## config.mk

```make
export PLATFORM = sky130hd
export DESIGN_NAME = mem_port_scheduler
export DESIGN_NICKNAME = d
export VERILOG_FILES = /design/src/rtl/mem_sched_pkg.sv /design/src/rtl/mem_rr_arb2.sv /design/src/rtl/mem_port_scheduler.sv
export SDC_FILE = /design/constraint.sdc
export NUM_CORES = 1
export LEC_CHECK = 0
export ABC_AREA = 0
export BUFFER_PORTS_ARGS = -buffer_cell sky130_fd_sc_hd__buf_2
export CAP_MARGIN = 10
export CORE_ASPECT_RATIO = 0.8
export CORE_MARGIN = 2
export CORE_UTILIZATION = 49
export DETAILED_ROUTE_END_ITERATION = 16
export HOLD_SLACK_MARGIN = 0.08
export PLACE_DENSITY = 0.86
export SKIP_CTS_REPAIR_TIMING = 1
export SLEW_MARGIN = 25
export SYNTH_ARGS = -nofsm -noshare
export SYNTH_HDL_FRONTEND = slang
export SYNTH_SLANG_ARGS = --single-unit
```

## constraint.sdc

```tcl
create_clock -name clk -period 3.55 [get_ports clk]
set_input_delay 0.5325 -clock clk [delete_from_list [all_inputs] [get_ports clk]]
set_output_delay 0.5325 -clock clk [all_outputs]
set_load 0.02 [all_outputs]
```

## src/rtl/mem_sched_pkg.sv

```systemverilog
// rtl/mem_sched_pkg.sv - shared encodings for the unified memory port scheduler
package mem_sched_pkg;

    // Scheduler FSM: idle, or one transaction outstanding for fetch or data
    typedef enum logic [1:0] {
        IDLE   = 2'b00,
        BUSY_F = 2'b01,
        BUSY_D = 2'b10
    } state_t;

    // Owner of the most recent / current grant
    typedef enum logic {
        GNT_F = 1'b0,
        GNT_D = 1'b1
    } gnt_t;

    // Transaction sizes as seen on d_size / mem_size
    localparam logic [1:0] SZ_B = 2'b00;
    localparam logic [1:0] SZ_H = 2'b01;
    localparam logic [1:0] SZ_W = 2'b10;

endpackage

```

## src/rtl/mem_rr_arb2.sv

```systemverilog
// rtl/mem_rr_arb2.sv - two-way round-robin arbiter between fetch and data requesters
module mem_rr_arb2
    import mem_sched_pkg::*;
(
    input  logic clk,
    input  logic rst,
    input  logic req_f,
    input  logic req_d,
    input  logic update,
    output logic gnt_valid,
    output gnt_t gnt_owner
);

    gnt_t last_grant;

    // Pick the owner: a lone requester wins, a tie goes to whoever was not served last
    always_comb begin
        gnt_valid = req_f | req_d;
        gnt_owner = GNT_F;
        if (req_f && req_d) begin
            gnt_owner = (last_grant == GNT_F) ? GNT_D : GNT_F;
        end else if (req_d) begin
            gnt_owner = GNT_D;
        end
    end

    // Remember the last owner; reset to fetch so data wins the first tie
    always_ff @(posedge clk) begin
        if (rst) begin
            last_grant <= GNT_F;
        end else if (update && gnt_valid) begin
            last_grant <= gnt_owner;
        end
    end

endmodule

```

## src/rtl/mem_port_scheduler.sv

```systemverilog
// rtl/mem_port_scheduler.sv - req/ack sequencer sharing one memory port between fetch and load/store
module mem_port_scheduler
    import mem_sched_pkg::*;
#(
    parameter int ADDR_W   = 32,
    parameter int DATA_W   = 32,
    parameter int MAX_WAIT = 16
) (
    input  logic              clk,
    input  logic              rst,
    input  logic              if_req,
    input  logic [ADDR_W-1:0] if_addr,
    input  logic              d_rd,
    input  logic              d_wr,
    input  logic [ADDR_W-1:0] d_addr,
    input  logic [DATA_W-1:0] d_wdata,
    input  logic [1:0]        d_size,
    output logic              mem_req,
    output logic              mem_we,
    output logic [ADDR_W-1:0] mem_addr,
    output logic [DATA_W-1:0] mem_wdata,
    output logic [1:0]        mem_size,
    input  logic              mem_ack,
    input  logic [DATA_W-1:0] mem_rdata,
    output logic              if_valid,
    output logic [DATA_W-1:0] if_rdata,
    output logic              d_done,
    output logic [DATA_W-1:0] d_rdata,
    output logic              cpu_stall,
    output logic              err
);

    localparam int               CNT_W     = $clog2(MAX_WAIT + 1);
    localparam logic [CNT_W-1:0] WAIT_LAST = CNT_W'(MAX_WAIT - 1);

    state_t            state_q;
    state_t            state_nx;
    logic [CNT_W-1:0]  wait_q;
    logic [CNT_W-1:0]  wait_nx;
    logic              req_nx;
    logic              we_nx;
    logic [ADDR_W-1:0] addr_nx;
    logic [DATA_W-1:0] wdata_nx;
    logic [1:0]        size_nx;
    logic              if_valid_nx;
    logic              d_done_nx;
    logic              err_nx;
    logic [DATA_W-1:0] if_rdata_nx;
    logic [DATA_W-1:0] d_rdata_nx;

    logic              pend_f;
    logic              pend_d;
    logic              gnt_valid;
    gnt_t              gnt_owner;

    // A requester still holding its request on its own done cycle is not a new request
    assign pend_f    = if_req & ~if_valid;
    assign pend_d    = (d_rd | d_wr) & ~d_done;
    assign cpu_stall = pend_f | pend_d;

    mem_rr_arb2 u_arb (
        .clk       (clk),
        .rst       (rst),
        .req_f     (pend_f),
        .req_d     (pend_d),
        .update    (state_q == IDLE),
        .gnt_valid (gnt_valid),
        .gnt_owner (gnt_owner)
    );

    // Next-state and next-output logic: grant in IDLE, complete or time out in BUSY
    always_comb begin
        state_nx    = state_q;
        wait_nx     = wait_q;
        req_nx      = mem_req;
        we_nx       = mem_we;
        addr_nx     = mem_addr;
        wdata_nx    = mem_wdata;
        size_nx     = mem_size;
        if_valid_nx = 1'b0;
        d_done_nx   = 1'b0;
        err_nx      = 1'b0;
        if_rdata_nx = if_rdata;
        d_rdata_nx  = d_rdata;
        case (state_q)
            IDLE: begin
                if (gnt_valid) begin
                    req_nx  = 1'b1;
                    wait_nx = '0;
                    if (gnt_owner == GNT_D) begin
                        // Store wins when both strobes are (illegally) high
                        state_nx = BUSY_D;
                        we_nx    = d_wr;
                        addr_nx  = d_addr;
                        wdata_nx = d_wdata;
                        size_nx  = d_size;
                    end else begin
                        state_nx = BUSY_F;
                        we_nx    = 1'b0;
                        addr_nx  = if_addr;
                        wdata_nx = '0;
                        size_nx  = SZ_W;
                    end
                end
            end
            BUSY_F, BUSY_D: begin
                // An ack arriving on the final wait cycle still completes normally
                if (mem_ack || (wait_q == WAIT_LAST)) begin
                    state_nx = IDLE;
                    req_nx   = 1'b0;
                    we_nx    = 1'b0;
                    err_nx   = ~mem_ack;
                    if (state_q == BUSY_F) begin
                        if_valid_nx = 1'b1;
                        if_rdata_nx = mem_ack ? mem_rdata : '0;
                    end else begin
                        d_done_nx = 1'b1;
                        if (!mem_we) begin
                            d_rdata_nx = mem_ack ? mem_rdata : '0;
                        end
                    end
                end else begin
                    wait_nx = wait_q + 1'b1;
                end
            end
            default: state_nx = IDLE;
        endcase
    end

    // State, memory-side fields and requester-side results
    always_ff @(posedge clk) begin
        if (rst) begin
            state_q   <= IDLE;
            wait_q    <= '0;
            mem_req   <= 1'b0;
            mem_we    <= 1'b0;
            mem_addr  <= '0;
            mem_wdata <= '0;
            mem_size  <= SZ_W;
            if_valid  <= 1'b0;
            d_done    <= 1'b0;
            err       <= 1'b0;
            if_rdata  <= '0;
            d_rdata   <= '0;
        end else begin
            state_q   <= state_nx;
            wait_q    <= wait_nx;
            mem_req   <= req_nx;
            mem_we    <= we_nx;
            mem_addr  <= addr_nx;
            mem_wdata <= wdata_nx;
            mem_size  <= size_nx;
            if_valid  <= if_valid_nx;
            d_done    <= d_done_nx;
            err       <= err_nx;
            if_rdata  <= if_rdata_nx;
            d_rdata   <= d_rdata_nx;
        end
    end

    // Load and store strobes together is a core bug
    illegal_rd_wr: assert property (@(posedge clk) disable iff (rst) !(d_rd && d_wr));

endmodule

```

==> results of run 1 <==
critical path: stages (launching register included):
cell and delay (ns):
dfxtp_1 0.33, ha_1 0.21, and3_1 0.18, ha_1 0.20
o21ai_0 0.46, or2_2 0.65, nand2_1 0.15, a21oi_1 0.16
power breakdown:
part / total [mW] / internal, mW / switching, mW
clock: 1.87 / 1.20 / 0.675
sequential: 1.87 / 1.78 / 0.0971
combinational: 1.04 / 0.377 / 0.661
how the worst max path moves through the flow:
stage | from | to | depth (start not counted)
6_report | wait_q[0] | if_rdata[7] | 7
5_1_grt | wait_q[0] | if_rdata[21] | 7
4_1_cts | wait_q[0] | if_rdata[16] | 7
3_5_place_dp | if_req | mem_addr[23] | 6
3_3_place_gp | if_req | mem_addr[11] | 6
2_1_floorplan | wait_q[0] | wait_q[3] | 7
kinds of logic (layout without fill, tap and decap cells):
family                   after synthesis  in the layout  synth area share (%)
AND/OR/NAND/NOR                      220            220                  19.5
AO/OA/AOI/OAI                        156            156                  20.6
flip-flops                           143            143                  54.2
buffers and inverters                 58            321                  4.50
adder cells (fa/ha/maj)                4              4                 0.948
multiplexers                           1              1                 0.190
layout make-up:
class                      count  area (sq um)
fill                         792          3020
clock inverter                13           186
clock buffer                  19           443
sequential                   143          2860
timing repair buffer         281          1440
inverter                       8          30.0
tap                          140           175
multi-input combinational    381          2210
metal layers:
metal / vias to the layer above / part of all wire, %
met1: 2522 / 39
li1: 2556 / -
met5: - / 0
met4: 0 / 1.8
met2: 261 / 50
met3: 22 / 9.2
registers in the layout, indices dropped and copies added (netlist names):
signal,cells
state_q,2
mem_req,1
mem_addr,32
mem_size,2
u_arb.last_grant,1
wait_q,5
d_rdata,32
mem_we,1
mem_wdata,32
if_valid,1
d_done,1
if_rdata,32
err,1
cell usage after synthesis, types with 2 or more instances:
| cell type | count |
|---|---|
| dfxtp_1 | 143 |
| a21oi_1 | 70 |
| nand2_1 | 66 |
| nand3_1 | 66 |
| nor2_1 | 42 |
| a22oi_1 | 36 |
| clkbuf_1 | 33 |
| a221o_1 | 32 |
| and2_1 | 31 |
| buf_2 | 16 |
| inv_1 | 8 |
| ha_1 | 4 |
| o21ai_0 | 4 |
| or3_1 | 3 |
| a211oi_2 | 2 |
| nand2b_1 | 2 |
| nor2b_1 | 2 |
| nor3_1 | 2 |
| o21ba_2 | 2 |
| o21bai_1 | 2 |
metrics by stage:
stage                     hold WS, ns  setup slack, ns  cells  power, mW  area [sq um]
after detailed placement        0.444             1.08    953       2.93          6710
after global routing            0.327            0.887    985       4.97          7340
after CTS                       0.323             1.09    985       4.80          7340
after global placement          0.440             1.19    953       2.89          6710
final                           0.332             1.12    985       4.78          7340
after floorplan                 0.449             1.51    582       2.55          5280
==> summary.md, run 1 <==
| Metric | Value |
|---|---|
| Full die area | `11,600 sq um` |
| CTS Buf Count | `17` |
| Pwr/cell area | `652 nW/um^2` |
| Total gr overflow | `0` |
| Reg-to-Reg Start | `wait_q[0]` |
| IO Pins | `~270` |
| Critical path class | `reg -> reg` |
| R2r worst-path depth | `7` |
| Final hold viol count | `0` |
| Largest net degree at the start of global routing | `111` |
| Worst endpoint data arrival time | `roughly 2.8 ns` |
| Global routing usage on met3 | `9.38%` |
| Skew-Pair Late Insertion Delay | `0.41 ns` |
| Layout cells sized above 1 | `38.6%` |
| Drt total wl | `16,100 um` |
| Syn Area/Cell | `between 9 and 10 sq um` |
| I/O Buffers | `271` |
| Core area | `between 10,000 and 15,000 sq um` |
| Cell Rows | `33` |
| WP data required | `about 3.9 ns` |
| #FFs+latches synth | `143` |
| Vias in the first global route | `5,055` |
| Post-synth cell types | `36` |
| Worst slew margin | `47.8%` |
| Clk pin slew, worst setup/hold paths | `0.06 ns` |
| Worst hold start | `mem_ack` |
| Fin crit period | `2.43 ns` |
| GRT met1 Usage | `a little under a third` |
| Total GRT Usage | `27.1%` |
| N_diodes | `0` |
| Worst min path class | `in -> reg` |
| Element type at the critical path end | `register` |
| # clock sinks | `around 140` |
| Most common cell after layout, fill and taps aside | `buf_2` |
| Leak | `3.41 nW` |
| Final period utilization | `approximately two thirds` |
| Status | `complete, no violations` |
| Tightest Pin Transition | `0.783 ns` |
| Largest cells by area after synthesis | `dfxtp_1 54%, a21oi_1 6.6%, nand3_1 6.3%` |
| Setup_tns | `0 ns` |
| Initial DRT Pass Iterations | `7` |
| Syn_nets | `722` |
| Slew Viols, Final | `0` |
| Post-synth EDFFs | `0` |
| Max Cap Viol | `0` |
| Vias/cell | `5.44` |
| Worst Setup Start Kind | `register` |
| Routing usage on met2 | `47.0%` |
| Post-synth top area share | `54.2%` |
| Cell Area, Synth | `5280 sq um` |
| Die H | `between 90 and 100 um` |
| Hold Path Sink | `err` |
| Detailed Route Iter0 Violations | `428` |
| Peak VDD IR | `0.000429 V` |
| Final setup violation count | `0` |
| CTS tree | `built` |
| Area grow syn2layout | `39.0%` |
| Fmax | `~0.41 GHz` |
| Worst reg2reg setup slack | `1.12 ns` |
| H-tree levels | `4` |
| Asr flop ratio synth | `0%` |
| Root buffer cell | `clkbuf_16` |
| Post-layout util | `70.8%` |
| Most frequent cells in the layout | `270 x buf_2, 143 x dfxtp_1, 69 x a21oi_1` |
| DP HPWL | `around 11,000 um` |
| Cells after Synth | `582` |
| Ys Warns | `0` |
| Sequential area share after synthesis | `54.2%` |
| GRT Max-Usage Layer | `met2` |
| Starting Density | `51.0%` |
| GPL Wtd Cong | `~0.83` |
| Hold-critical path depth | `2` |
| # nets final | `roughly 970` |
| RSZ-0062 raised after global routing | `no` |
| WL/cell | `~16 um` |
| Max FO, Critical Path | `33` |
| Crit Reg-Reg Endpoint | `if_rdata[7]` |
| First-pass GRT wire length | `about 25,000 um` |
| Drc violations | `0` |
| Worst Skew | `0.0137 ns` |
| Largest area contributor in the netlist | `dfxtp_1` |
| Antenna violations before repair | `0` |
| Chip Width | `~120 um` |
| Top_reg_cell synth | `dfxtp_1` |
| Post-route antenna net violation count | `0` |
| CTS Buffer Depth | `2` |
| Vias | `5,361` |
Note: power is estimated with default switching activity, not from simulation.
==> inputs of run 2 (changes only) <==
--- a/config.mk
+++ b/config.mk
@@ -10,10 +10,10 @@
 export CAP_MARGIN = 10
 export CORE_ASPECT_RATIO = 0.8
 export CORE_MARGIN = 2
-export CORE_UTILIZATION = 49
+export CORE_UTILIZATION = 45
 export DETAILED_ROUTE_END_ITERATION = 16
 export HOLD_SLACK_MARGIN = 0.08
-export PLACE_DENSITY = 0.86
+export PLACE_DENSITY = 0.79
 export SKIP_CTS_REPAIR_TIMING = 1
 export SLEW_MARGIN = 25
 export SYNTH_ARGS = -nofsm -noshare
==> constraint.sdc (replaced) <==
create_clock -name clk -period 2.5 [get_ports clk]
set_input_delay 0.375 -clock clk [delete_from_list [all_inputs] [get_ports clk]]
set_output_delay 0.375 -clock clk [all_outputs]
set_load 0.02 [all_outputs]
==> run 2 against run 1 <==
Critical path depth up 2. Highest routed layer unchanged. Count of clock-buffer cells in the layout down 1. Die area up 8.5%. First-iteration DRC count down 23%. Flip-flop and latch count unchanged. Combinational power up 44%. Power up 39%. Worst hold slack worse by 0.14 ns. Final cell count up 1.3%. Clock skew down 0.0026 ns.
==> summary.md, run 2 (synthesized netlist as in run 1, its figures left out) <==
| Metric | Value |
|---|---|
| Status | `complete, no violations` |
| N_diodes | `0` |
| Cell Rows | `35` |
| Layout cells sized above 1 | `39.1%` |
| Slew Viols, Final | `0` |
| CP cell instances | `ha_1 > and3_1 > ha_1 > o21ai_0 > buf_4 > or3_1 > buf_4 > nand2_1 > a21oi_1` |
| CTS Buffer Depth | `2` |
| Critical path class | `reg -> reg` |
| Final hold viol count | `0` |
| WL/cell | `between 15 and 20 um` |
| First-pass GRT wire length | `24,200 um` |
| Fmax | `0.445 GHz` |
| Pre-CTS setup slack | `0.0794 ns` |
| IO Pins | `272` |
| Vias | `between 5,000 and 6,000` |
| WP data required | `2.83 ns` |
| Max Cap Viol | `0` |
| I/O Buffers | `around 270` |
| Initial DRT Pass Iterations | `5` |
| Final period utilization | `89.8%` |
| Setup ws final | `roughly 0.25 ns` |
| Drc violations | `0` |
| Drt total wl | `15,400 um` |
| Worst Skew | `0.0111 ns` |
| Antenna violations before repair | `0` |
| Max FO, Critical Path | `32` |
| Most frequent cells in the layout | `270 x buf_2, 143 x dfxtp_1, 69 x a21oi_1` |
| Fin crit period | `2.25 ns` |
| Slowest CP cell | `o21ai_0` |
| # clock sinks | `143` |
| Post-layout util | `between 60% and 70%` |
| Skew-Pair Late Insertion Delay | `between 0.4 and 0.5 ns` |
| Fillers | `1,019` |
| Pwr/cell area | `902 nW/um^2` |
| CTS tree | `built` |
| Tot Pwr | `6.65 mW` |
| Leak | `3.43 nW` |
| Area grow syn2layout | `39.7%` |
| # nets final | `977` |
| Clk pin slew, worst setup/hold paths | `0.06 ns` |
| Detailed Route Iter0 Violations | `around 330` |
| RSZ-0062 raised after global routing | `no` |
| Tightest Pin Transition | `0.628 ns` |
| Final setup violation count | `0` |
| Post-route antenna net violation count | `0` |
| Worst endpoint data arrival time | `2.57 ns` |
| Core area | `between 10,000 and 15,000 sq um` |
| Slowest stage delay, CP | `0.34 ns` |
| CTS Buf Count | `17` |
| Most common cell after layout, fill and taps aside | `buf_2` |
| Die H | `101 um` |
| Setup_tns | `0 ns` |
| Vias/cell | `5.27` |
| Worst min path class | `in -> reg` |
| Largest net degree at the start of global routing | `66` |
| Worst slew margin | `58.1%` |
| Total gr overflow | `0` |
| Starting Density | `a little under half` |
| Total GRT Usage | `23.5%` |
| Peak VDD IR | `approximately 0.0005 V` |
| Vias in the first global route | `4,980` |
| Root buffer cell | `clkbuf_16` |
| Element type at the critical path end | `register` |
| GPL Wtd Cong | `between 0.7 and 0.8` |
| Full die area | `about 13,000 sq um` |
| H-tree levels | `4` |
| Chip Width | `approximately 130 um` |
| DP HPWL | `about 11,000 um` |
| Worst Setup Start Kind | `register` |
run 2: cell count changes in the layout (fill, tap and decap cells not counted), moves of 2 or more:
cell / before / now
buf_4: 10 / 14
clkinv_4: 1 / 4
buf_12: 0 / 2
bufinv_16: 4 / 2
clkinvlp_4: 4 / 2
inv_6: 2 / 4
run 2: path summary, 6_finish.rpt:
| check | from | end | slack, ns | cells past startpoint |
|---|---|---|---|---|
| setup / recovery | wait_q[0] | d_rdata[25] | 0.25 | 9 |
| hold / removal | if_addr[22] | mem_addr[22] | 0.19 | 2 |
| setup reg to reg | wait_q[0] | d_rdata[25] | 0.25 | 9 |
| hold reg to reg | d_rdata[8] | d_rdata[8] | 0.45 | 2 |
run 2: layout make-up:
type	instances	area (sq um)	share of cell area [%]
Multi-Input combinational cell	381	2210	30.0
Tap cell	148	185	2.51
Sequential cell	143	2860	38.8
Clock inverter	14	155	2.10
Clock buffer	18	439	5.95
Inverter	8	30.0	0.407
Timing Repair Buffer	286	1500	20.3
run 2: layer usage:
metal  share of wire (%)  global-route usage, %
met1                  42                   28.6
met2                  49                   39.4
met3                 6.6                   6.53
met4                 2.1                   10.2
met5                   0                      0
run 2: per-stage QoR:
| step | cell area (sq um) | hold slack, ns | std cells |
|---|---|---|---|
| CTS | 7370 | 0.171 | 998 |
| global placement | 6780 | 0.439 | 966 |
| finish | 7380 | 0.192 | 998 |
| global route | 7380 | 0.183 | 998 |
| floorplan | 5280 | 0.449 | 582 |
| detailed placement | 6780 | 0.444 | 966 |
run 2: where the power goes:
part	leakage, nW	total (mW)	internal (mW)	switching (mW)
sequential	1.17	2.65	2.52	0.125
clock	0.288	2.51	1.51	0.995
combinational	1.98	1.50	0.563	0.941
total	3.43	6.65	4.59	2.06
run 2: critical path: cells and delay by family, from the launching register on:
| kind | cells | cell delay (ns) |
|---|---|---|
| flops | 1 | 0.33 |
| compound gates | 2 | 0.52 |
| buf+inv | 2 | 0.52 |
| simple gates | 3 | 0.37 |
| fa+ha+maj | 2 | 0.41 |
